<file path="src/rtl/fetch_pkg.sv">
// -----------------------------------------------------------------------------
// fetch_pkg
// Shared constants for the instruction fetch/sequencing stage:
//   - PC mode encodings driven onto the program counter's mode input
//   - control-flow opcodes decoded from the instruction's top nibble
//   - fetch FSM state encoding
// -----------------------------------------------------------------------------
package fetch_pkg;

    // Program counter mode encodings
    localparam logic [1:0] PC_STEP = 2'b00;  // pc <= pc + 1
    localparam logic [1:0] PC_LOAD = 2'b01;  // pc <= data (also used to hold)
    localparam logic [1:0] PC_POP  = 2'b10;  // pc <= return stack top
    localparam logic [1:0] PC_PUSH = 2'b11;  // push pc + 1, pc <= data

    // Control-flow opcodes (instruction bits [INSTR_W-1 -: 4])
    localparam logic [3:0] OP_JMP  = 4'hA;
    localparam logic [3:0] OP_CALL = 4'hB;
    localparam logic [3:0] OP_RET  = 4'hC;
    localparam logic [3:0] OP_BZ   = 4'hD;
    localparam logic [3:0] OP_BNZ  = 4'hE;
    localparam logic [3:0] OP_HALT = 4'hF;

    // Fetch FSM states
    localparam logic [1:0] ST_FETCH = 2'd0;
    localparam logic [1:0] ST_LATCH = 2'd1;
    localparam logic [1:0] ST_ISSUE = 2'd2;
    localparam logic [1:0] ST_HALT  = 2'd3;

endpackage

</file>
<file path="src/rtl/fetch_branch_resolve.sv">
// -----------------------------------------------------------------------------
// fetch_branch_resolve
// Purely combinational opcode resolver. Given the issued instruction's opcode
// and target, the ALU zero flag and the current PC, it produces the PC mode and
// data to apply on the handshake cycle plus HALT/CALL/RET classification.
// Ports:
//   opcode    in  4       instruction opcode nibble
//   target    in  ADDR_W  jump/call/branch target
//   zero_flag in  1       ALU zero flag
//   pc_value  in  ADDR_W  current PC (data for non-load modes)
//   mode      out 2       resolved PC mode
//   data      out ADDR_W  resolved PC data
//   is_halt   out 1       opcode is HALT
//   is_call   out 1       opcode is CALL
//   is_ret    out 1       opcode is RET
// -----------------------------------------------------------------------------
module fetch_branch_resolve
    import fetch_pkg::*;
#(
    parameter int ADDR_W = 8
) (
    input  logic [3:0]        opcode,
    input  logic [ADDR_W-1:0] target,
    input  logic              zero_flag,
    input  logic [ADDR_W-1:0] pc_value,
    output logic [1:0]        mode,
    output logic [ADDR_W-1:0] data,
    output logic              is_halt,
    output logic              is_call,
    output logic              is_ret
);

    // Opcode to PC-control decode; anything not listed simply steps.
    always_comb begin
        mode    = PC_STEP;
        data    = pc_value;
        is_halt = 1'b0;
        is_call = 1'b0;
        is_ret  = 1'b0;
        case (opcode)
            OP_JMP: begin
                mode = PC_LOAD;
                data = target;
            end
            OP_CALL: begin
                mode    = PC_PUSH;
                data    = target;
                is_call = 1'b1;
            end
            OP_RET: begin
                mode   = PC_POP;
                is_ret = 1'b1;
            end
            OP_BZ: begin
                if (zero_flag) begin
                    mode = PC_LOAD;
                    data = target;
                end else begin
                    mode = PC_STEP;
                end
            end
            OP_BNZ: begin
                if (!zero_flag) begin
                    mode = PC_LOAD;
                    data = target;
                end else begin
                    mode = PC_STEP;
                end
            end
            OP_HALT: begin
                // HALT still steps once so the PC parks just past it
                mode    = PC_STEP;
                is_halt = 1'b1;
            end
            default: begin
                mode = PC_STEP;
            end
        endcase
    end

endmodule

</file>
<file path="src/rtl/instr_fetch_ctrl.sv">
// -----------------------------------------------------------------------------
// instr_fetch_ctrl
// Fetch/sequencing stage sitting after the program counter. Each instruction
// takes FETCH (address ROM) -> LATCH (capture ROM word) -> ISSUE (valid/ready
// to decoder). The PC has no enable, so it is stalled by loading its own value.
// On the handshake the opcode decides step/jump/call/return/halt.
//
// Optional feature macro: FETCH_STACK_GUARD_EN
//   Defined   : tracks call depth and turns stack over/underflow into a hold,
//               setting stack_err and halting.
//   Undefined : CALL/RET always executed, stack_err tied low.
//
// Ports:
//   clk         in  1        rising-edge clock
//   rst         in  1        asynchronous active-high reset
//   pc_value    in  ADDR_W   current PC
//   pc_mode     out 2        PC mode (00 step, 01 load, 10 pop, 11 push+load)
//   pc_data     out ADDR_W   PC load data
//   rom_addr    out ADDR_W   program ROM address
//   rom_data    in  INSTR_W  program ROM data (one cycle after address)
//   instr_o     out INSTR_W  latched instruction
//   instr_pc    out ADDR_W   address of instr_o
//   instr_valid out 1        instruction offered to decoder
//   instr_ready in  1        decoder accepts
//   zero_flag   in  1        ALU zero flag, used on handshake
//   halted      out 1        sticky halt indication
//   stack_err   out 1        sticky stack over/underflow indication
// -----------------------------------------------------------------------------
module instr_fetch_ctrl
    import fetch_pkg::*;
#(
    parameter int ADDR_W      = 8,
    parameter int INSTR_W     = 16,
    parameter int STACK_DEPTH = 32
) (
    input  logic               clk,
    input  logic               rst,
    input  logic [ADDR_W-1:0]  pc_value,
    output logic [1:0]         pc_mode,
    output logic [ADDR_W-1:0]  pc_data,
    output logic [ADDR_W-1:0]  rom_addr,
    input  logic [INSTR_W-1:0] rom_data,
    output logic [INSTR_W-1:0] instr_o,
    output logic [ADDR_W-1:0]  instr_pc,
    output logic               instr_valid,
    input  logic               instr_ready,
    input  logic               zero_flag,
    output logic               halted,
    output logic               stack_err
);

    logic [1:0]         state_q, state_d;
    logic [INSTR_W-1:0] instr_q, instr_d;
    logic [ADDR_W-1:0]  instr_pc_q, instr_pc_d;
    logic               halted_q, halted_d;

    logic [1:0]         br_mode;
    logic [ADDR_W-1:0]  br_data;
    logic               br_is_halt;
    logic               br_is_call;
    logic               br_is_ret;
    logic               issue_hs;
    logic               guard_viol;

    fetch_branch_resolve #(
        .ADDR_W (ADDR_W)
    ) u_resolve (
        .opcode    (instr_q[INSTR_W-1 -: 4]),
        .target    (instr_q[ADDR_W-1:0]),
        .zero_flag (zero_flag),
        .pc_value  (pc_value),
        .mode      (br_mode),
        .data      (br_data),
        .is_halt   (br_is_halt),
        .is_call   (br_is_call),
        .is_ret    (br_is_ret)
    );

    assign issue_hs    = (state_q == ST_ISSUE) && instr_ready;
    // The ROM is always addressed by the PC; its data is only used in LATCH
    assign rom_addr    = pc_value;
    assign instr_o     = instr_q;
    assign instr_pc    = instr_pc_q;
    assign instr_valid = (state_q == ST_ISSUE);
    assign halted      = halted_q;

`ifdef FETCH_STACK_GUARD_EN
    localparam int DEPTH_W = $clog2(STACK_DEPTH + 1);
    localparam logic [DEPTH_W-1:0] DEPTH_MAX = DEPTH_W'(STACK_DEPTH);

    logic [DEPTH_W-1:0] depth_q, depth_d;
    logic               stack_err_q, stack_err_d;

    // A CALL into a full stack or a RET from an empty one is never executed
    assign guard_viol = (br_is_call && (depth_q == DEPTH_MAX)) ||
                        (br_is_ret  && (depth_q == {DEPTH_W{1'b0}}));
    assign stack_err  = stack_err_q;

    // Call-depth tracking: only executed CALL/RET move the counter
    always_comb begin
        depth_d     = depth_q;
        stack_err_d = stack_err_q;
        if (issue_hs) begin
            if (guard_viol) begin
                stack_err_d = 1'b1;
            end else if (br_is_call) begin
                depth_d = depth_q + DEPTH_W'(1);
            end else if (br_is_ret) begin
                depth_d = depth_q - DEPTH_W'(1);
            end else begin
                depth_d = depth_q;
            end
        end else begin
            depth_d = depth_q;
        end
    end

    // Call-depth and error flag registers
    always_ff @(posedge clk or posedge rst) begin
        if (rst) begin
            depth_q     <= {DEPTH_W{1'b0}};
            stack_err_q <= 1'b0;
        end else begin
            depth_q     <= depth_d;
            stack_err_q <= stack_err_d;
        end
    end
`else
    localparam int unused_stack_depth = STACK_DEPTH;
    logic unused_stack_ops;

    assign unused_stack_ops = br_is_call ^ br_is_ret;
    assign guard_viol       = 1'b0;
    assign stack_err        = 1'b0;
`endif

    // Fetch FSM next state and PC control; the PC is held unless an
    // instruction completes its handshake.
    always_comb begin
        state_d    = state_q;
        instr_d    = instr_q;
        instr_pc_d = instr_pc_q;
        halted_d   = halted_q;
        pc_mode    = PC_LOAD;
        pc_data    = pc_value;
        case (state_q)
            ST_FETCH: begin
                state_d = ST_LATCH;
            end
            ST_LATCH: begin
                instr_d    = rom_data;
                instr_pc_d = pc_value;
                state_d    = ST_ISSUE;
            end
            ST_ISSUE: begin
                if (instr_ready) begin
                    if (guard_viol) begin
                        // Hold the PC and stop: the stack can no longer be trusted
                        state_d  = ST_HALT;
                        halted_d = 1'b1;
                    end else begin
                        pc_mode = br_mode;
                        pc_data = br_data;
                        if (br_is_halt) begin
                            state_d  = ST_HALT;
                            halted_d = 1'b1;
                        end else begin
                            state_d = ST_FETCH;
                        end
                    end
                end else begin
                    state_d = ST_ISSUE;
                end
            end
            ST_HALT: begin
                state_d = ST_HALT;
            end
            default: begin
                state_d = ST_FETCH;
            end
        endcase
    end

    // FSM state and instruction/status registers
    always_ff @(posedge clk or posedge rst) begin
        if (rst) begin
            state_q    <= ST_FETCH;
            instr_q    <= {INSTR_W{1'b0}};
            instr_pc_q <= {ADDR_W{1'b0}};
            halted_q   <= 1'b0;
        end else begin
            state_q    <= state_d;
            instr_q    <= instr_d;
            instr_pc_q <= instr_pc_d;
            halted_q   <= halted_d;
        end
    end

endmodule
</file>
<file path="config.mk">
export PLATFORM = sky130hd
export DESIGN_NAME = instr_fetch_ctrl
export DESIGN_NICKNAME = d
export VERILOG_FILES = /design/src/rtl/fetch_pkg.sv /design/src/rtl/fetch_branch_resolve.sv /design/src/rtl/instr_fetch_ctrl.sv
export SDC_FILE = /design/constraint.sdc
export NUM_CORES = 1
export LEC_CHECK = 0
export BUFFER_PORTS_ARGS = -buffer_cell sky130_fd_sc_hd__buf_2
export CAP_MARGIN = 20
export CORE_MARGIN = 2
export CORE_UTILIZATION = 49
export CTS_BUF_LIST = sky130_fd_sc_hd__clkbuf_8
export DETAILED_ROUTE_END_ITERATION = 7
export GPL_TIMING_DRIVEN = 0
export PLACE_DENSITY = 0.83
export SLEW_MARGIN = 20
export SYNTH_ARGS = -nofsm -noshare
export SYNTH_HDL_FRONTEND = slang
export SYNTH_SLANG_ARGS = --single-unit
</file>
<file path="constraint.sdc">
create_clock -name clk -period 2.9 [get_ports clk]
set_input_delay 0.435 -clock clk [delete_from_list [all_inputs] [get_ports clk]]
set_output_delay 0.435 -clock clk [all_outputs]
set_load 0.01 [all_outputs]
</file>
==> flow_summary.toml, run 1 <==
[detailed_routing]
drc_errors = 0
drt_first_pass_iters = 3
vias = 1066
drt-wirelength-per-cell_um = 14.3
initialDrtViolationCount = 19
drtAntennaViolNets = 0
vias_per_cell = 5.08
drt-total-wl_mm = 3.00

[global_route]
grt_pass1_wl_mm = 4.79
gr-total-overflow = 0
grt_pass1_vias = 1066
grt_max_degree = 28
grt_usage = 0.196
antenna_found_initial = 0

[die]
core_um2 = 2540
dieArea_um2 = 3180
die_w_um = 56.4
initial_core_util = 0.528
die_h_um = 56.4
io_pins = 73
rows = 18

[job]
maxCapViolCount = 0

[pwr]
finalPower_mw = 1.78
p_seq_frac = 0.413
intPower_mw = 1.12
p_switching_mw = 0.665
ir_drop_v = 0.000592
switching_share = 0.373
p_leak_nw = 0.914
clock_power_share = 0.120
combPwrFrac = 0.468
cellPowerDensity_nw_per_um2 = 992

[critical_path]
path_cells = "o21ai_0 -> a21oi_2 -> nor2_4 -> mux2_4 -> buf_2"
start_kind = "flip-flop"
cp_slowest_cell = "dfrtp_1"
slowest_delay_ns = 0.47
cp.buffers_inverters = 1
path_max_fanout = 9
end_kind = "output port"
worstSetupPathType = "flip-flop to output port"
crit_arrival_ns = 1.99
cp_top_family = "flip-flops"
critPathRequiredTime_ns = 2.47

[cts]
cts_root_buf = "clkbuf_8"
cts_sinks = 27
cts_max_level = 1
cts_buffers = 3
cts_resized = 0
cts_setup_buffers = 0
worstSkewPairLatency_ns = 0.27
cts_tree = "built"
clk_pin_slew_ns = 0.09
cts_buffer_depth = 2
hold_buffers = 0

[logic_synthesis]
synth_fp_nets = 132
ys_warn_count = 0
ys_seq_elements = 27
syn_area_um2 = 1340
synth_cell_types = 26
syn_inst = 104
seq_area_frac_synth = 0.503
synth_area_per_cell_um2 = 12.9

[sta]
final-hold-violation-count = 0
finalMaxSlewViolations = 0
worstMarginPinSlew_ns = 0.520
period_needed_ns = 2.42
skew_ns = 0.00416
period_share = 0.835
fin_ws_ns = 0.478
max_freq_mhz = 413
slew-limit-headroom = 0.651
setup_violations = 0
rsz0062_at_grt = "no"
tns_ns = 0

[finish]
area_growth_pct = 33.8
fin_util = 0.706
nFillCells = 210
drive_above_1_share = 0.678
fin_nets = 209
num_antenna_cells = 0

[run_status]
outcome = "finished clean"

[placement]
portBuffers = 71
dp_slack_ns = 0.723
routabilityCongestion = 0.747
hpwlAfterDp_mm = 2.37

[min_path]
hold_class = "input port to async pin"
## kinds of logic after synthesis
kind of cell	count (synthesis)	synth area share
other cells	1	0.00279
compound gates	12	0.0587
buf+inv	16	0.0726
flops	27	0.503
mux	31	0.279
simple gates	17	0.0838
## sequential cells by signal, indices dropped and copies added (netlist names)
register	count
state_q	2
instr_o	16
halted	1
instr_pc	8
## layout by cell type, fill, tap and decap left out, drive strengths merged, types with 3 or more instances in the layout
cell	instances
dfrtp	27
inv	3
a21oi	3
o21ai	3
mux2	31
buf	84
clkbuf	3
nand2	5
## routing by layer
layer | track usage | vias to the layer above | routed length [um]
met2 | 0.368 | 39 | 1660
met4 | 0.0578 | 0 | 28
met3 | 0.0530 | 4 | 179
met1 | 0.213 | 518 | 1140
li1 | - | 505 | -
met5 | 0 | - | 0
## power by group through the flow
| stage | registers [mW] | clock network [mW] | logic, mW |
|---|---|---|---|
| final | 0.736 | 0.213 | 0.834 |
| after detailed placement | 0.743 | 0 | 0.845 |
| after CTS | 0.736 | 0.216 | 0.848 |
| after global placement | 0.724 | 0 | 0.818 |
| after floorplan | 0.802 | 0 | 0.449 |
| after global routing | 0.764 | 0.231 | 0.909 |
## worst paths after layout
kind / startpoint / endpoint / slack (ns) / cells past startpoint
max in group asynchronous: rst / instr_o[13]$_DFFE_PP0N_ / 2.36 / 3
setup / recovery: instr_o[12]$_DFFE_PP0N_ / pc_data[1] / 0.48 / 5
hold / removal: rst / instr_pc[4]$_DFFE_PP0N_ / 0.12 / 2
setup reg to reg: state_q[1]$_DFF_PP0_ / instr_pc[6]$_DFFE_PP0N_ / 1.45 / 4
min in group clk: rom_data[0] / instr_o[0]$_DFFE_PP0N_ / 0.39 / 2
hold reg to reg: halted$_DFFE_PP0P_ / halted$_DFFE_PP0P_ / 0.49 / 1
## synth_stat cells, drive strengths merged
cell type	instances	area, um^2
nor2b	1	6.26
nand3b	1	7.51
a31oi	1	6.26
inv	4	15.0
a211o	1	8.76
nand4	1	6.26
and4b	2	20.0
dfrtp	27	676
o21ai	3	15.0
a21oi	3	18.8
o21bai	2	15.0
a21o	1	7.51
nand3	1	5.00
nand2b	1	6.26
conb	1	3.75
nand2	5	18.8
nor2	2	15.0
o21a	1	7.51
nand4b	1	15.0
mux2	31	375
and2	2	12.5
buf	12	82.6
## metrics by stage
step / hold slack, ns / cell area [um^2] / instances
after floorplan: 0.465 / 1340 / 104
after global placement: 0.460 / 1740 / 205
after detailed placement: 0.478 / 1740 / 205
after CTS: 0.388 / 1780 / 209
after global routing: 0.139 / 1800 / 210
final: 0.117 / 1800 / 210
## layout make-up
| cell class | instances | area [um^2] | share of cell area |
|---|---|---|---|
| Clock buffer | 3 | 41.3 | 0.0230 |
| Timing Repair Buffer | 72 | 370 | 0.206 |
| Buffer | 12 | 82.6 | 0.0459 |
| Inverter | 4 | 15.0 | 0.00835 |
| Multi-Input combinational cell | 61 | 571 | 0.317 |
| Tap cell | 30 | 37.5 | 0.0209 |
| Sequential cell | 27 | 676 | 0.376 |
| Clock inverter | 1 | 5.00 | 0.00278 |
Note: power is estimated with default switching activity, not from simulation.
==> run 2: changes to the inputs <==
--- a/config.mk
+++ b/config.mk
@@ -8,11 +8,11 @@
 export BUFFER_PORTS_ARGS = -buffer_cell sky130_fd_sc_hd__buf_2
 export CAP_MARGIN = 20
 export CORE_MARGIN = 2
-export CORE_UTILIZATION = 49
+export CORE_UTILIZATION = 41
 export CTS_BUF_LIST = sky130_fd_sc_hd__clkbuf_8
 export DETAILED_ROUTE_END_ITERATION = 7
 export GPL_TIMING_DRIVEN = 0
-export PLACE_DENSITY = 0.83
+export PLACE_DENSITY = 0.73
 export SLEW_MARGIN = 20
 export SYNTH_ARGS = -nofsm -noshare
 export SYNTH_HDL_FRONTEND = slang
==> constraint.sdc (replaced) <==
create_clock -name clk -period 2.2 [get_ports clk]
set_input_delay 0.33 -clock clk [delete_from_list [all_inputs] [get_ports clk]]
set_output_delay 0.33 -clock clk [all_outputs]
set_load 0.01 [all_outputs]
==> flow_summary.toml, run 2 (synthesis results as in run 1) <==
[pwr]
combPwrFrac = 0.492
switching_share = 0.369
finalPower_mw = 2.48
cellPowerDensity_nw_per_um2 = 1320
intPower_mw = 1.56
p_seq_frac = 0.391
ir_drop_v = 0.000654
p_leak_nw = 0.948
p_switching_mw = 0.916
clock_power_share = 0.116

[finish]
layout_commonest_cell = "buf_2"
area_growth_pct = 39.9
fin_util = 0.611
instances_no_fill = 231
finalInstanceArea_um2 = 1880
drive_above_1_share = 0.711
largest_reg_flops = 16
num_antenna_cells = 0
final_cell_mix = "buf_2 (74), mux2_2 (24), dfrtp_1 (24), buf_4 (16), mux2_4 (7)"
fin_nets = 216

[placement]
hpwlAfterDp_mm = 2.32
dp_cells = 219
dp_slack_ns = 0.229
routabilityCongestion = 0.801
placed_cell_area_um2 = 1750
portBuffers = 71

[detailed_routing]
drt-wirelength-per-cell_um = 13.7
vias_per_cell = 4.94
vias = 1142
drtAntennaViolNets = 0
drc_errors = 0
drt-total-wl_mm = 3.16
drt_first_pass_iters = 4
initialDrtViolationCount = 15

[critical_path]
setup.worst_path.start = "instr_o[13]$_DFFE_PP0N_"
start_kind = "flip-flop"
critPathRequiredTime_ns = 1.87
path_max_fanout = 7
worstSetupPathType = "flip-flop to output port"
end_kind = "output port"
crit_arrival_ns = 1.82
r2r_start = "state_q[1]$_DFF_PP0_"

[global_route]
grt_usage = 0.162
grt_pass1_wl_mm = 4.43
grt_max_degree = 28
gr-total-overflow = 0
grt_pass1_vias = 1075
antenna_found_initial = 0

[die]
rows = 20
core_um2 = 3080
io_pins = 73
die_w_um = 61.3
die_h_um = 61.3
dieArea_um2 = 3750
initial_core_util = 0.437

[cts]
cts_root_buf = "clkbuf_8"
cts_buffer_depth = 2
worstSkewPairLatency_ns = 0.28
cts_tree = "built"
cts_sinks = 27
cts_buffers = 3
clk_pin_slew_ns = 0.09
hold_buffers = 0
cts_max_level = 1

[sta]
fin_ws_ns = 0.0521
skew_ns = 0.000713
period_needed_ns = 2.15
period_share = 0.976
slew-limit-headroom = 0.368
worstMarginPinSlew_ns = 0.942
setup_violations = 0
tns_ns = 0
finalMaxSlewViolations = 0
hold_ws_ns = 0.130
final-hold-violation-count = 0
max_freq_mhz = 466

[run_status]
outcome = "finished clean"

[min_path]
hold_class = "input port to async pin"

[job]
maxCapViolCount = 0
## run 2: cell count changes in the layout (fill, tap and decap cells not counted), sizes merged
cell and delta:
buf +7
## run 2: layout make-up
class                           instances  area (um^2)
Multi-Input combinational cell         61          574
Inverter                                4         15.0
Sequential cell                        27          679
Buffer                                 12         82.6
Clock inverter                          1         5.00
Fill cell                             267         1200
Clock buffer                            3         41.3
Tap cell                               44         55.1
Timing Repair Buffer                   79          428
## run 2: critical path, cell delays in order, from the launching register on
cell	delay [ns]
dfrtp_2	0.46
and4b_1	0.31
a21oi_2	0.07
nor2_4	0.13
buf_12	0.14
mux2_4	0.30
buf_2	0.14
## run 2: power by group through the flow
stage | Sequential (mW) | Combinational, mW | Clock [mW]
after floorplan | 1.06 | 0.592 | 0
after global placement | 0.951 | 1.09 | 0
after detailed placement | 0.973 | 1.12 | 0
after CTS | 0.972 | 1.13 | 0.297
after global routing | 1.01 | 1.32 | 0.315
final | 0.970 | 1.22 | 0.289
## run 2: worst paths after layout
check	end	slack (ns)	cells past startpoint
setup / recovery	pc_data[7]	0.05	6
hold / removal	instr_o[6]$_DFFE_PP0N_	0.13	2
setup reg to reg	instr_pc[3]$_DFFE_PP0N_	0.73	4
hold reg to reg	halted$_DFFE_PP0P_	0.49	1
max in group asynchronous	instr_o[13]$_DFFE_PP0N_	1.59	2
min in group clk	instr_o[2]$_DFFE_PP0N_	0.28	2
## run 2: repair_timing
action,CTS,global route
endpoints found under the hold margin,0,0
pin swaps,1,1
endpoints found under the setup margin,7,7
cloned,0,0
buffers inserted,1,7
gates resized for setup,2,3
## run 2: metal layers
metal	part of all wire	global-route usage	up-vias
met1	0.35	0.172	573
met4	0.017	0.0901	0
li1	-	-	516
met5	0	0	-
met2	0.56	0.292	48
met3	0.071	0.0378	5
